**src/rtl/multicycle_controller.sv**
```systemverilog
// Multi-cycle MIPS control FSM: FETCH/DECODE/EXEC/MEM/WB sequencing with
// a ready-handshake memory and a watchdog that aborts stalled accesses.
module multicycle_controller #(
  parameter int TIMEOUT = 16,
  parameter int CNT_W   = 5
) (
  input  logic       clk,
  input  logic       rst,
  input  logic [5:0] opcode,
  input  logic [5:0] funct,
  input  logic       Zero,
  input  logic       Overflow,
  input  logic       MemRdy,
  output logic       PCWr,
  output logic       IRWr,
  output logic [1:0] RegDst,
  output logic       ALUSrc,
  output logic [1:0] Mem2Reg,
  output logic       RegWr,
  output logic       MemWr,
  output logic [1:0] NPCSel,
  output logic [1:0] EXTOp,
  output logic [2:0] ALUOp,
  output logic [1:0] FlagOp,
  output logic       MemRd,
  output logic [2:0] State,
  output logic       IllegalInstr,
  output logic       BusErr
);

  typedef enum logic [2:0] {
    S_FETCH  = 3'd0,
    S_DECODE = 3'd1,
    S_EXEC   = 3'd2,
    S_MEM    = 3'd3,
    S_WB     = 3'd4
  } state_t;

  localparam logic [2:0] ALU_ADD = 3'b000;
  localparam logic [2:0] ALU_SUB = 3'b001;
  localparam logic [2:0] ALU_OR  = 3'b010;
  localparam logic [2:0] ALU_SLT = 3'b011;

  state_t           r_state;
  state_t           w_next;
  logic [CNT_W-1:0] r_cnt;
  logic             r_ovf;
  logic             w_stall;
  logic             w_timeout;

  logic w_special, w_addu, w_subu, w_slt, w_jr;
  logic w_ori, w_lw, w_sw, w_beq, w_lui, w_j, w_jal, w_addi, w_addiu;
  logic w_rtype, w_alu;

  assign w_special = (opcode == 6'b000000);
  assign w_addu    = w_special && (funct == 6'b100001);
  assign w_subu    = w_special && (funct == 6'b100011);
  assign w_slt     = w_special && (funct == 6'b101010);
  assign w_jr      = w_special && (funct == 6'b001000);
  assign w_ori     = (opcode == 6'b001101);
  assign w_lw      = (opcode == 6'b100011);
  assign w_sw      = (opcode == 6'b101011);
  assign w_beq     = (opcode == 6'b000100);
  assign w_lui     = (opcode == 6'b001111);
  assign w_j       = (opcode == 6'b000010);
  assign w_jal     = (opcode == 6'b000011);
  assign w_addi    = (opcode == 6'b001000);
  assign w_addiu   = (opcode == 6'b001001);
  assign w_rtype   = w_addu || w_subu || w_slt;
  assign w_alu     = w_rtype || w_ori || w_lui || w_addi || w_addiu;
  assign w_timeout = (r_cnt == CNT_W'(TIMEOUT - 1));
  assign State     = rst ? 3'd0 : r_state;

  // Strobes, selects and next state; everything is held at 0 during reset.
  always_comb begin
    PCWr = 1'b0; IRWr = 1'b0; RegDst = 2'b00; ALUSrc = 1'b0; Mem2Reg = 2'b00;
    RegWr = 1'b0; MemWr = 1'b0; NPCSel = 2'b00; EXTOp = 2'b00; ALUOp = ALU_ADD;
    FlagOp = 2'b00; MemRd = 1'b0; IllegalInstr = 1'b0; BusErr = 1'b0;
    w_next = r_state;
    w_stall = 1'b0;
    if (rst) begin
      w_next = S_FETCH;
    end else begin
      case (r_state)
        S_FETCH: begin
          MemRd = 1'b1;
          if (MemRdy) begin
            IRWr = 1'b1;
            w_next = S_DECODE;
          end else if (w_timeout) begin
            BusErr = 1'b1;
            PCWr = 1'b1;
            w_next = S_FETCH;
          end else begin
            w_stall = 1'b1;
          end
        end
        S_DECODE: begin
          if (w_alu || w_lw || w_sw || w_beq) begin
            w_next = S_EXEC;
          end else if (w_j) begin
            PCWr = 1'b1; NPCSel = 2'b10; w_next = S_FETCH;
          end else if (w_jr) begin
            PCWr = 1'b1; NPCSel = 2'b11; w_next = S_FETCH;
          end else if (w_jal) begin
            w_next = S_WB;
          end else begin
            IllegalInstr = 1'b1; PCWr = 1'b1; w_next = S_FETCH;
          end
        end
        S_EXEC: begin
          if (w_addu) begin
            ALUOp = ALU_ADD;
          end else if (w_subu || w_beq) begin
            ALUOp = ALU_SUB;
          end else if (w_slt) begin
            ALUOp = ALU_SLT;
          end else if (w_ori) begin
            ALUSrc = 1'b1; EXTOp = 2'b00; ALUOp = ALU_OR;
          end else if (w_lui) begin
            ALUSrc = 1'b1; EXTOp = 2'b10; ALUOp = ALU_OR;
          end else begin
            ALUSrc = 1'b1; EXTOp = 2'b01; ALUOp = ALU_ADD;
          end
          if (w_beq) begin
            PCWr = 1'b1;
            NPCSel = Zero ? 2'b01 : 2'b00;
            w_next = S_FETCH;
          end else if (w_lw || w_sw) begin
            w_next = S_MEM;
          end else if (w_alu) begin
            w_next = S_WB;
          end else begin
            w_next = S_FETCH;
          end
        end
        S_MEM: begin
          ALUSrc = 1'b1; EXTOp = 2'b01; ALUOp = ALU_ADD;
          // The timeout abort suppresses the write strobe so a stuck store cannot land late.
          if (w_lw) begin
            MemRd = 1'b1;
            if (MemRdy) begin
              w_next = S_WB;
            end else if (w_timeout) begin
              BusErr = 1'b1; PCWr = 1'b1; w_next = S_FETCH;
            end else begin
              w_stall = 1'b1;
            end
          end else if (w_sw) begin
            if (MemRdy) begin
              MemWr = 1'b1; PCWr = 1'b1; w_next = S_FETCH;
            end else if (w_timeout) begin
              BusErr = 1'b1; PCWr = 1'b1; w_next = S_FETCH;
            end else begin
              MemWr = 1'b1; w_stall = 1'b1;
            end
          end else begin
            w_next = S_FETCH;
          end
        end
        S_WB: begin
          RegWr = 1'b1;
          PCWr = 1'b1;
          RegDst = w_rtype ? 2'b01 : (w_jal ? 2'b10 : 2'b00);
          Mem2Reg = w_lw ? 2'b01 : (w_jal ? 2'b10 : 2'b00);
          NPCSel = w_jal ? 2'b10 : 2'b00;
          FlagOp = r_ovf ? 2'b01 : 2'b00;
          w_next = S_FETCH;
        end
        default: begin
          w_next = S_FETCH;
        end
      endcase
    end
  end

  // State, wait counter and the overflow flag carried from EXEC into WB.
  always_ff @(posedge clk or posedge rst) begin
    if (rst) begin
      r_state <= S_FETCH;
      r_cnt   <= {CNT_W{1'b0}};
      r_ovf   <= 1'b0;
    end else begin
      r_state <= w_next;
      if (w_stall) begin
        r_cnt <= r_cnt + CNT_W'(1);
      end else begin
        r_cnt <= {CNT_W{1'b0}};
      end
      if (r_state == S_EXEC) begin
        r_ovf <= (w_next == S_WB) && Overflow && w_addi;
      end else if (r_state == S_WB) begin
        r_ovf <= 1'b0;
      end else begin
        r_ovf <= r_ovf;
      end
    end
  end

endmodule

```
**config.mk**
```make
export PLATFORM = sky130hd
export DESIGN_NAME = multicycle_controller
export DESIGN_NICKNAME = d
export VERILOG_FILES = /design/src/rtl/multicycle_controller.sv
export SDC_FILE = /design/constraint.sdc
export NUM_CORES = 1
export LEC_CHECK = 0
export BUFFER_PORTS_ARGS = -buffer_cell sky130_fd_sc_hd__buf_2
export CAP_MARGIN = 0
export CORE_MARGIN = 2
export CORE_UTILIZATION = 43
export CTS_CLUSTER_SIZE = 12
export DETAILED_ROUTE_END_ITERATION = 10
export GPL_TIMING_DRIVEN = 0
export PLACE_DENSITY_LB_ADDON = 0.1
export SLEW_MARGIN = 5
export SYNTH_ARGS = -nofsm -noshare
export SYNTH_HDL_FRONTEND = slang
export SYNTH_SLANG_ARGS = --single-unit
```
**constraint.sdc**
```tcl
create_clock -name clk -period 1.7 [get_ports clk]
set_input_delay 0.085 -clock clk [delete_from_list [all_inputs] [get_ports clk]]
set_output_delay 0.085 -clock clk [all_outputs]
set_load 0.1 [all_outputs]
```
==> summary.txt <==
Synth
  • Syn Inst Count: 142
  • Synthesized area: 1000 um2
  • Most common cell in the synthesized netlist: nor2_1
  • Top FF cell, synth: dfrtp_1
  • Async S/R FF share, synth: 1.00
  • Synth Warn #: 0
  • #FFs+latches synth: 9
  • Distinct cell type count of the synthesized netlist: 46
  • Synth top area cells: dfrtp_1, nor2_1, nor2b_1
  • Mean post-synth cell area: 7.04 um2
  • Area share of the largest cell type after synthesis: 0.225
  • Post-synth top cells: nor2_1, nand2_1, dfrtp_1
  • Synth area leader: dfrtp_1
  • Number of enable flip-flop cells after synthesis: 0
  • Register area share after synthesis: 0.225

Worst setup path
  • Setup CP Type: flip-flop to primary output
  • CP startpoint kind: flip-flop
  • Crit path max fanout: 2
  • CP endpoint kind: primary output
  • Reg2reg path depth: 8
  • Worst r2r src: r_cnt[0]
  • Reg2reg setup slack: -0.06 ns
  • Crit-path cells: ha_2, and3_4, ha_4, mux2i_1, or4_1, o311a_1, o32ai_4, buf_12
  • Crit path DAT: 2.13 ns
  • Reg2reg end: r_state[1]
  • WP data required: 1.62 ns
  • CP peak stage delay: 0.41 ns
  • Critical path's top delay family: simple AND/OR/NAND/NOR gates
  • Buffers and inverters on the worst path: 1
  • CP max stage cell: or4_1

Job
  • Max-capacitance violation count: 0

Floorplan
  • Rows: 17
  • Initial core utilization: 0.452
  • Core area: 0.00221 mm2
  • Chip Width: 52.2 um
  • Vert. Die Dim: 52.2 um
  • Die area: 0.00273 mm2
  • Boundary Pins: 41

Timing
  • Max Slew Vio Count: 0
  • Final-report setup violation count: 18
  • Worst setup margin: -0.515 ns
  • Unrepaired setup endpoints after global routing: true
  • Fin. Hold Viols: 0
  • Clk_skew: 0.00137 ns
  • Least-Margin Pin Slew: 0.629 ns
  • Slew margin rel.: 0.578
  • Min Tclk post-route: 2.21 ns
  • Tcrit/Tclk final: 1.30
  • Max Fclk: 452 MHz

Place
  • Final Wtd Congestion: 0.909
  • Placed Cells: 207
  • DP HPWL: 2570 um
  • Placed cell areas: 0.00147 mm2
  • Buffers added on ports: 36

Clock network
  • CTS Hold Bufs: 0
  • Clock Path Buffers: 2
  • CTS tree: yes
  • Worst skew pair latency: 0.27 ns
  • Clk Tree Root Cell: clkbuf_4
  • CTS sink cnt: 9
  • CTS H-tree lvls: 1
  • CTS Buf Count: 3
  • Clock transition at path regs: 0.07 ns

Final layout
  • FILL cells: 107
  • Area grow syn2layout: 94.5%
  • Final Instance Area: 0.00194 mm2
  • Nets@finish: 218
  • # diodes: 0
  • Layout cell share with drive strength beyond 1: 0.561
  • Final Non-Filler Cells: 226

Global routing
  • Tot GR Track Use: 0.302
  • Vias in the first global route: 1274
  • Total grt overflow: 0
  • Initial antenna violation count: 0
  • Largest net degree at the start of global routing: 11
  • First-pass GRT wire length: 5890 um

Route
  • Residual DRC: 0
  • Routed wl met3: 301 um
  • Metal-1 WL: 1520 um
  • Detailed-route via count: 1415
  • Drt wl/cell: 18.4 um
  • Number of detailed-route iterations in the first pass: 4
  • ANT nets after route: 0
  • Met2 wire length: 2190 um
  • Initial DRC Count: 45
  • Vias per cell: 6.26
  • Total routed wirelength: 4160 um
  • Max Used Layer: met4

Power and ir drop
  • Cell Pwr Density: 349 mW/mm2
  • Tot Pwr: 0.000679 W
  • LEAKAGE: 0.779 nW
  • Peak supply drop: 0.580 mV

Run status
  • Violated checks: setup timing
  • Status: finished, violations left

Hold path
  • Min-delay worst type: input pin to asynchronous set/reset pin
sequential cells by signal, summed over array words and instances, names as in the netlist:
register  flops
r_state       3
r_ovf         1
r_cnt         5
metal layers:
layer	up-vias	track usage
li1	631	-
met1	679	0.355
met2	83	0.534
met3	22	0.0800
met4	0	0.0940
met5	-	0
worst max path at each step:
stage / startpoint / to / cells past startpoint / slack [ns]
final: r_cnt[0] / PCWr / 8 / -0.51
after global routing: r_cnt[0] / PCWr / 8 / -0.60
after floorplan: r_cnt[0] / PCWr / 7 / -0.44
after detailed placement: r_cnt[0] / PCWr / 8 / -0.55
after global placement: r_cnt[0] / PCWr / 8 / -0.52
after CTS: r_cnt[0] / PCWr / 8 / -0.51
layout make-up:
type / count / area, um2 / area share
Multi-Input combinational cell: 117 / 995 / 0.512
Sequential cell: 9 / 226 / 0.116
Inverter: 7 / 30.0 / 0.0154
Timing Repair Buffer: 51 / 517 / 0.266
Tap cell: 28 / 35.0 / 0.0180
Buffer: 10 / 114 / 0.0586
Clock inverter: 1 / 5.00 / 0.00257
Clock buffer: 3 / 22.5 / 0.0116
cell usage in the layout, fill, tap and decap left out, types with 4 or more instances in the layout:
cell type,Yosys,layout
nor2_1,21,11
buf_12,0,11
a21oi_1,7,5
nor2b_1,8,5
inv_1,7,5
nor3_4,0,4
nand4_1,4,4
nand2_1,11,8
clkbuf_4,0,4
dfrtp_1,9,8
nor2_4,0,7
buf_4,2,17
nor3_1,7,4
buf_2,1,16
buf_6,0,9
tightest hold or removal path, delay by kind of cell:
family / cells / cell delay, ns
buffers and inverters: 3 / 0.67
metrics by stage:
stage	setup TNS (ns)	worst slack [ns]	hold slack, ns	util
3_5_place_dp	-2.56	-0.550	0.422	0.666
4_1_cts	-2.06	-0.512	0.141	0.822
5_1_grt	-3.95	-0.598	0.122	0.879
6_report	-2.76	-0.515	0.128	0.879
2_1_floorplan	-2.18	-0.435	0.242	-
3_3_place_gp	-2.34	-0.522	0.418	0.666
where the power goes:
group	switching (W)	internal, W
logic	0.000181	0.0000880
registers	0.0000140	0.000225
clock network	0.0000846	0.0000871
total	0.000279	0.000400
cell families after synthesis:
family          Yosys count  synth area share
simple gates             81             0.438
compound gates           29             0.207
buf+inv                  17            0.0738
flops                     9             0.225
fa+ha+maj                 2            0.0250
xor+xnor                  2            0.0175
other cells               1           0.00375
mux                       1            0.0100
what timing repair did:
action | 4_1_cts | 5_1_grt
setup buffers | 11 | 4
resized for setup | 63 | 24
pin swaps | 13 | 11
setup endpoints to repair | 19 | 25
(Power assumes the default switching activity.)
